--- src/rtl/if_stage.sv ---
// Instruction fetch: PC register plus IF/ID pipeline register with delayed branches.
// Define IF_ADDR_CHECK_EN to fault fetches that are misaligned or outside 0x3000..0x6FFF.
module if_stage (
  input  logic        clk,
  input  logic        reset,
  input  logic        stall,
  input  logic        flush,
  input  logic        redirect_valid,
  input  logic [31:0] redirect_pc,
  output logic [31:0] im_addr,
  input  logic [31:0] im_instr,
  output logic [31:0] d_instr,
  output logic [31:0] d_pc,
  output logic [31:0] d_pc8,
  output logic        d_valid,
  output logic        d_exc,
  output logic [31:0] fetch_cnt
);

  localparam logic [31:0] RESET_PC = 32'h0000_3000;

  logic [31:0] pc_q, pc_d;
  logic [31:0] instr_q, instr_d;
  logic [31:0] dpc_q, dpc_d;
  logic        valid_q, valid_d;
  logic        exc_q, exc_d;
  logic [31:0] cnt_q, cnt_d;
  logic        fault;

`ifdef IF_ADDR_CHECK_EN
  assign fault = (pc_q[1:0] != 2'b00)
              || (pc_q < 32'h0000_3000)
              || (pc_q > 32'h0000_6FFF);
`else
  assign fault = 1'b0;
`endif

  always_comb begin
    pc_d    = pc_q;
    instr_d = instr_q;
    dpc_d   = dpc_q;
    valid_d = valid_q;
    exc_d   = exc_q;
    cnt_d   = cnt_q;
    if (!stall) begin
      pc_d = redirect_valid ? redirect_pc : pc_q + 32'd4;
    end
    // Flush wins over stall for IF/ID; the delay slot is never squashed by a redirect
    if (flush) begin
      instr_d = '0;
      dpc_d   = pc_q;
      valid_d = 1'b0;
      exc_d   = 1'b0;
    end else if (!stall) begin
      instr_d = fault ? 32'h0 : im_instr;
      dpc_d   = pc_q;
      valid_d = 1'b1;
      exc_d   = fault;
      cnt_d   = cnt_q + 32'd1;
    end
  end

  always_ff @(posedge clk) begin
    if (reset) begin
      pc_q    <= RESET_PC;
      instr_q <= '0;
      dpc_q   <= RESET_PC;
      valid_q <= 1'b0;
      exc_q   <= 1'b0;
      cnt_q   <= '0;
    end else begin
      pc_q    <= pc_d;
      instr_q <= instr_d;
      dpc_q   <= dpc_d;
      valid_q <= valid_d;
      exc_q   <= exc_d;
      cnt_q   <= cnt_d;
    end
  end

  assign im_addr   = pc_q;
  assign d_instr   = instr_q;
  assign d_pc      = dpc_q;
  assign d_pc8     = dpc_q + 32'd8;
  assign d_valid   = valid_q;
  assign d_exc     = exc_q;
  assign fetch_cnt = cnt_q;

endmodule

--- config.mk ---
export PLATFORM = sky130hd
export DESIGN_NAME = if_stage
export DESIGN_NICKNAME = d
export VERILOG_FILES = /design/src/rtl/if_stage.sv
export SDC_FILE = /design/constraint.sdc
export NUM_CORES = 1
export LEC_CHECK = 0
export CORE_ASPECT_RATIO = 1.4
export CORE_UTILIZATION = 41
export CTS_CLUSTER_SIZE = 20
export DETAILED_ROUTE_END_ITERATION = 6
export PLACE_DENSITY = 0.77
export SLEW_MARGIN = 20
export SYNTH_ARGS = -nofsm -noshare
export SYNTH_HDL_FRONTEND = slang
export SYNTH_SLANG_ARGS = --single-unit
--- constraint.sdc ---
create_clock -name clk -period 1.8 [get_ports clk]
set_input_delay 0.36 -clock clk [delete_from_list [all_inputs] [get_ports clk]]
set_output_delay 0.36 -clock clk [all_outputs]
set_load 0.01 [all_outputs]
==> results of run 1 <==
## kinds of logic (layout without fill, tap and decap cells)
| kind of cell | Yosys count | count (layout) | share of synthesized area, % |
|---|---|---|---|
| AO/OA/AOI/OAI | 144 | 144 | 14.43 |
| XOR/XNOR | 37 | 37 | 5.005 |
| adder cells (fa/ha/maj) | 3 | 3 | 0.5798 |
| buffers and inverters | 76 | 427 | 5.082 |
| flip-flops | 129 | 129 | 39.88 |
| multiplexers | 50 | 50 | 7.923 |
| other | 1 | 1 | 0.05792 |
| AND/OR/NAND/NOR | 352 | 352 | 27.03 |
## per-layer routing
layer	track usage, %	wire (microns)	vias to the layer above
met1	29.42	8310	3339
met4	10.21	496	0
met3	5.195	1400	42
met2	46.62	11400	291
met5	0	0	-
li1	-	-	3536
## final cells by class
cell class | count | area, sq um
timing repair buffer | 379 | 3461
clock inverter | 11 | 150.1
clock buffer | 21 | 481.7
inverter | 16 | 60.06
multi-input combinational | 587 | 3867
sequential | 129 | 2633
tap | 196 | 245.2
fill | 1208 | 4642
## final timing paths
check	from	to	slack [ps]
worst min register to register	d_valid$_SDFFE_PP0N_	d_valid$_SDFFE_PP0N_	460
worst max-delay path	d_pc[3]$_SDFFE_PP0P_	d_pc8[19]	-440
worst max register to register	im_addr[3]$_SDFFE_PP0N_	im_addr[28]$_SDFFE_PP0N_	30
worst min-delay path	reset	d_pc[4]$_SDFFE_PP0P_	400
## through the flow
step,setup slack [ps],cells
floorplan,-50.68,792
global placement,-473.7,1296
detailed placement,-502.2,1296
CTS,-460.3,1334
global route,-529.0,1339
finish,-436.4,1339
## flip-flops by register name, summed over array words and instances, names as in the netlist
register and count:
im_addr 32, fetch_cnt 32, d_valid 1, d_pc 32, d_instr 32
## worst reg2reg max path: stages (launching register included)
cell	delay, ps
dfxtp_2	370
ha_2	220
nand3_1	140
nor3_2	240
buf_4	170
and4_1	190
mux2_2	330
## repair_timing
action / CTS / global route
buffers inserted: 6 / 6
pin swaps: 15 / 23
endpoints found under the setup margin: 62 / 91
cloned: 0 / 1
gates resized for setup: 156 / 79
## cells in the mapped netlist, types with 13 or more instances
cell type	number
inv_1	16
or4_1	17
and3_1	13
nand4_1	32
xnor2_1	25
o31ai_1	16
nand3_1	33
mux2i_1	40
o21ai_0	13
a21oi_1	59
dfxtp_1	129
clkbuf_1	39
nor3_1	14
nor2_1	87
nand2_1	104
## power by group
part,switching (mW),internal (mW),total (mW),leakage (nW)
clock network,1.33,2.35,3.68,0.306
registers,0.0808,2.96,3.04,1.06
logic,0.500,0.574,1.07,3.79
==> out/summary.txt, run 1 <==
CTS buffer count = 17
I/O Pins = 231
Initial antenna violation count = 0
Hold-fix buffer count after cts = 0
Pwr dens = 714.7 nW/um^2
Max incr delay on CP = 360 ps
Leak = 5.156 nW
CTS Root Buffer Type = clkbuf_16
Synthesized area per cell = 8.175 sq um
CTS Sinks = 129
Cells after synthesis = 792
Cell area after synthesis = 6475 sq um
DR iter-0 viols = 364
WS Path Type = flip-flop to output pin
Wire per inst = 16.13 microns
Post-route setup TNS = -7570 ps
Worst path top cell family by delay = simple AND/OR/NAND/NOR gates
CTS tree = built
DIE AREA = 16,310 sq um
Core ar. = 15,540 sq um
Worst slew pin tran = 521.8 ps
Gpl congestion = 0.8800
TritonRoute pass-1 iters = 6
Synth area leaders = dfxtp_1, mux2i_1, nand2_1
Post-DRT Antenna Nets = 0
Total number of vias = 7,208
Post-route cell area = 10,900 sq um
Most frequent cells in the layout = buf_4, clkdlybuf4s50_1, nand2_1
Share of post-route cells with drive strength above 1 = 26.42%
Post-synth top area share = 39.88%
Number of synthesized register bits = 129
Die height = 150.7 microns
Critical path depth = 7
Sequential fraction of the synthesis area = 39.88%
Worst Path Required = 1440 ps
Clock Path Buffers = 2
Vias in the first global route = 6,699
Area growth syn-to-layout = 68.31%
Commonest non-fill, non-tap cell in the layout = buf_4
Final Util = 70.13%
Worst Path Arrival = 1880 ps
I/O Buffers = 229
Status = finished, violations left
Critical-path maximum fanout = 8
Ant diodes = 0
Clock latency on the worst-skew pair = 410 ps
Hold Vio Cnt, Final = 0
Htree depth = 4
CP cell instances = ha_4 > nand3_4 > nor4_4 > buf_6 > nand4_1 > xnor2_2 > buf_2
Final min period = 2236 ps
Max cap viols = 0
Final WS setup = -436.4 ps
Dpl hpwl = 15.10 mm
Worst r2r path cells = 6
# rows = 54
Post-synthesis cell type count = 59
CP endpoint kind = output pin
Synth Net Count = 864
GRT overflow = 0
Slowest CP cell = dfxtp_4
Max VDD drop = 606.8 uV
Rel. slew slack = 65.21%
Final-report max-slew violation count = 0
DRT Wirelength = 21.60 mm
Die Width = 108.2 microns
Synth Warn # = 0
Final-stage net count = 1,202
First-pass GRT wire length = 33.25 mm
Drt drc = 0
Placement Cell Area = 9995 sq um
Worst Hold Class = input port to flip-flop
Most used DFF post-synth = dfxtp_1
Tot Pwr = 7.789 mW
Vias per Instance = 5.383
Gr usage total = 25.85%
Ys async rst share = 0%
RSZ-0062 raised after global routing = yes
WHS = 404.6 ps
# setup viols final = 24
Largest net degree at the start of global routing = 56
Failing checks = negative setup slack
Worst Path Buf+Inv = 2
CP startpoint kind = flip-flop
Clock Pin Slew Worst Setup and Hold Paths = 60 ps
EDFF count, synth = 0
Final Cycle Share = 124.2%
F_max = 0.4472 GHz
Area leader, netlist = dfxtp_1
Worst hold path depth = 3
Initial core utilization = 41.67%
Clk_skew = 6.924 ps
Power figures use the tool's default switching activity.
==> inputs of run 2 (changes only) <==
--- a/config.mk
+++ b/config.mk
@@ -10,7 +10,6 @@
 export CTS_CLUSTER_SIZE = 20
 export DETAILED_ROUTE_END_ITERATION = 6
 export PLACE_DENSITY = 0.77
-export SLEW_MARGIN = 20
 export SYNTH_ARGS = -nofsm -noshare
 export SYNTH_HDL_FRONTEND = slang
 export SYNTH_SLANG_ARGS = --single-unit
==> results of run 2 <==
Final layout, timing and power as in run 1 (identical DEF).
==> inputs of run 3 (changes only) <==
--- a/config.mk
+++ b/config.mk
@@ -9,7 +9,8 @@
 export CORE_UTILIZATION = 41
 export CTS_CLUSTER_SIZE = 20
 export DETAILED_ROUTE_END_ITERATION = 6
-export PLACE_DENSITY = 0.77
+export MAX_ROUTING_LAYER = met4
+export PLACE_DENSITY_LB_ADDON = 0.15
 export SYNTH_ARGS = -nofsm -noshare
 export SYNTH_HDL_FRONTEND = slang
 export SYNTH_SLANG_ARGS = --single-unit
==> run 3 against run 2 <==
Against the previous run:
- critical path depth unchanged
- clock skew grew 4.6 ps
- critical path type unchanged
- cell area rose by 0.46%
- the run still ends with negative setup slack left
- non-clock buffer count up 1
- highest routed layer unchanged
- global-route usage decreased by 0.33 points
- largest cell class unchanged
- count of clock-buffer cells in the layout down 3
==> out/summary.txt, run 3 (synthesis gave the netlist of run 1 again) <==
Final WS setup = -456.5 ps (-20.12 ps)
CTS tree = built
Gpl congestion = 0.8735 (-0.74%)
Worst Path Required = 1440 ps (about the same)
Most frequent cells in the layout = clkdlybuf4s50_1, buf_4, nand2_1, dfxtp_1, nor2_1
Core ar. = 15,540 sq um (unchanged)
Max cap viols = 0 (unchanged)
Area growth syn-to-layout = 69.08%
Final Util = 70.45% (+0.32 points)
WS Path Type = flip-flop to output pin
F_max = 0.4432 GHz (-0.89%)
CP endpoint kind = output pin
GRT overflow = 0 (unchanged)
Min-delay src = reset
Worst hold path depth = 2 (-1)
Clk_skew = 11.51 ps (+4.587 ps)
Clock Pin Slew Worst Setup and Hold Paths = 60 ps (about the same)
Worst R2R Start = fetch_cnt[2]$_SDFFE_PP0P_
Multi-input gate area = 3924 sq um (+1.5%)
Wire per inst = 15.85 microns (-1.7%)
Worst Path Arrival = 1900 ps (+20 ps)
Status = finished, violations left
CTS Root Buffer Type = clkbuf_16
Pwr dens = 700.5 nW/um^2 (-2.0%)
Hold-fix buffer count after cts = 0 (unchanged)
Hold Vio Cnt, Final = 0 (unchanged)
# rows = 54 (unchanged)
Htree depth = 4 (unchanged)
Die Width = 108.2 microns (unchanged)
TritonRoute pass-1 iters = 5 (-1)
CTS Sinks = 129 (unchanged)
Ant diodes = 0 (unchanged)
Dpl hpwl = 14.95 mm (-1.0%)
Hold Path End = d_pc[6]$_SDFFE_PP0P_
WHS = 299.8 ps (-104.7 ps)
I/O Buffers = 229 (unchanged)
Commonest non-fill, non-tap cell in the layout = clkdlybuf4s50_1
Leak = 5.072 nW (-1.6%)
Die height = 150.7 microns (unchanged)
Fillers = 1,265 (+4.7%)
# setup viols final = 26 (+8.3%)
Clock Path Buffers = 2 (unchanged)
CP startpoint kind = flip-flop
Gr usage total = 25.52% (-0.33 points)
Final Cycle Share = 125.4% (+1.1 points)
Vias in the first global route = 6,546 (-2.3%)
Max VDD drop = 583.4 uV (-3.8%)
Vias per Instance = 5.417 (+0.63%)
Failing checks = negative setup slack
Post-DRT Antenna Nets = 0 (unchanged)
DRT Wirelength = 21.24 mm (-1.7%)
Final min period = 2257 ps (+20.12 ps)
Final-report max-slew violation count = 0 (unchanged)
Critical-path maximum fanout = 8 (unchanged)
Worst Hold Class = input port to flip-flop
Largest net degree at the start of global routing = 40 (-29%)
Worst r2r path cells = 5 (-1)
I/O Pins = 231 (unchanged)
RSZ-0062 raised after global routing = yes
Drt drc = 0 (unchanged)
Initial antenna violation count = 0 (unchanged)
DR iter-0 viols = 335 (-8.0%)
R2R Setup Slk = -10 ps (-40 ps)
FF/Latch Area = 2633 sq um (unchanged)
Reg2reg end = fetch_cnt[13]$_SDFFE_PP0P_
Final-stage net count = 1,203 (+0.083%)
Initial core utilization = 41.67% (unchanged)
First-pass GRT wire length = 31.96 mm (-3.9%)
Clock latency on the worst-skew pair = 420 ps (about the same)
DIE AREA = 16,310 sq um (unchanged)
Share of post-route cells with drive strength above 1 = 27.10% (+0.68 points)
CTS buffer count = 17 (unchanged)
Total number of vias = 7,259 (+0.71%)
Place WS = -522.9 ps (-20.74 ps)
-- run 3: critical path: stages, from the launching register on --
cell and delay, ps:
dfxtp_4 340, nand4_1 100, buf_6 150, nor4_4 280
buf_6 180, nand4_1 150, xnor2_2 160, buf_2 130
-- run 3: final cells by class --
class	instances	area share, %
Multi-Input combinational cell	587	35.84
Clock inverter	14	1.623
Timing Repair Buffer	380	31.78
Sequential cell	129	24.05
Clock buffer	18	3.920
Tap cell	196	2.240
Inverter	16	0.5486
-- run 3: worst max-delay path by stage --
stage | start | to | slack [ps] | cells after the start
2_1_floorplan | d_pc[10]$_SDFFE_PP0P_ | d_pc8[26] | -50 | 4
3_3_place_gp | flush | fetch_cnt[23]$_SDFFE_PP0P_ | -500 | 6
3_5_place_dp | flush | fetch_cnt[21]$_SDFFE_PP0P_ | -520 | 6
4_1_cts | d_pc[12]$_SDFFE_PP1P_ | d_pc8[26] | -510 | 8
5_1_grt | d_pc[3]$_SDFFE_PP0P_ | d_pc8[26] | -540 | 7
6_report | d_pc[11]$_SDFFE_PP0P_ | d_pc8[29] | -460 | 7
-- run 3: timing repair --
action / in CTS / in global routing
pin swaps: 22 / 26
setup endpoints to repair: 66 / 91
cloned: 0 / 1
endpoints found under the hold margin: 0 / 0
resized for setup: 170 / 80
setup buffers: 9 / 5
-- run 3: power breakdown --
part | switching [mW] | leakage, nW | internal [mW] | total, mW
Combinational | 0.497 | 3.71 | 0.573 | 1.07
Clock | 1.37 | 0.296 | 2.20 | 3.57
Sequential | 0.0774 | 1.06 | 2.96 | 3.03
Total | 1.94 | 5.07 | 5.73 | 7.67
-- run 3: metal layers --
layer	up-vias	GRT usage, %	wire [microns]
li1	3539	-	-
met2	265	43.44	10930
met5	-	-	0
met4	0	12.60	716
met1	3403	28.51	8323
met3	52	4.502	1276
-- run 3: stage by stage --
stage / cells / area [sq um] / total power [mW] / setup TNS (ps)
floorplan: 792 / 6625 / 3.553 / -101.1
global placement: 1293 / 9972 / 4.177 / -17240
detailed placement: 1293 / 9972 / 4.192 / -18960
CTS: 1334 / 10630 / 7.720 / -8720
global route: 1340 / 10950 / 7.940 / -11060
finish: 1340 / 10950 / 7.669 / -8937
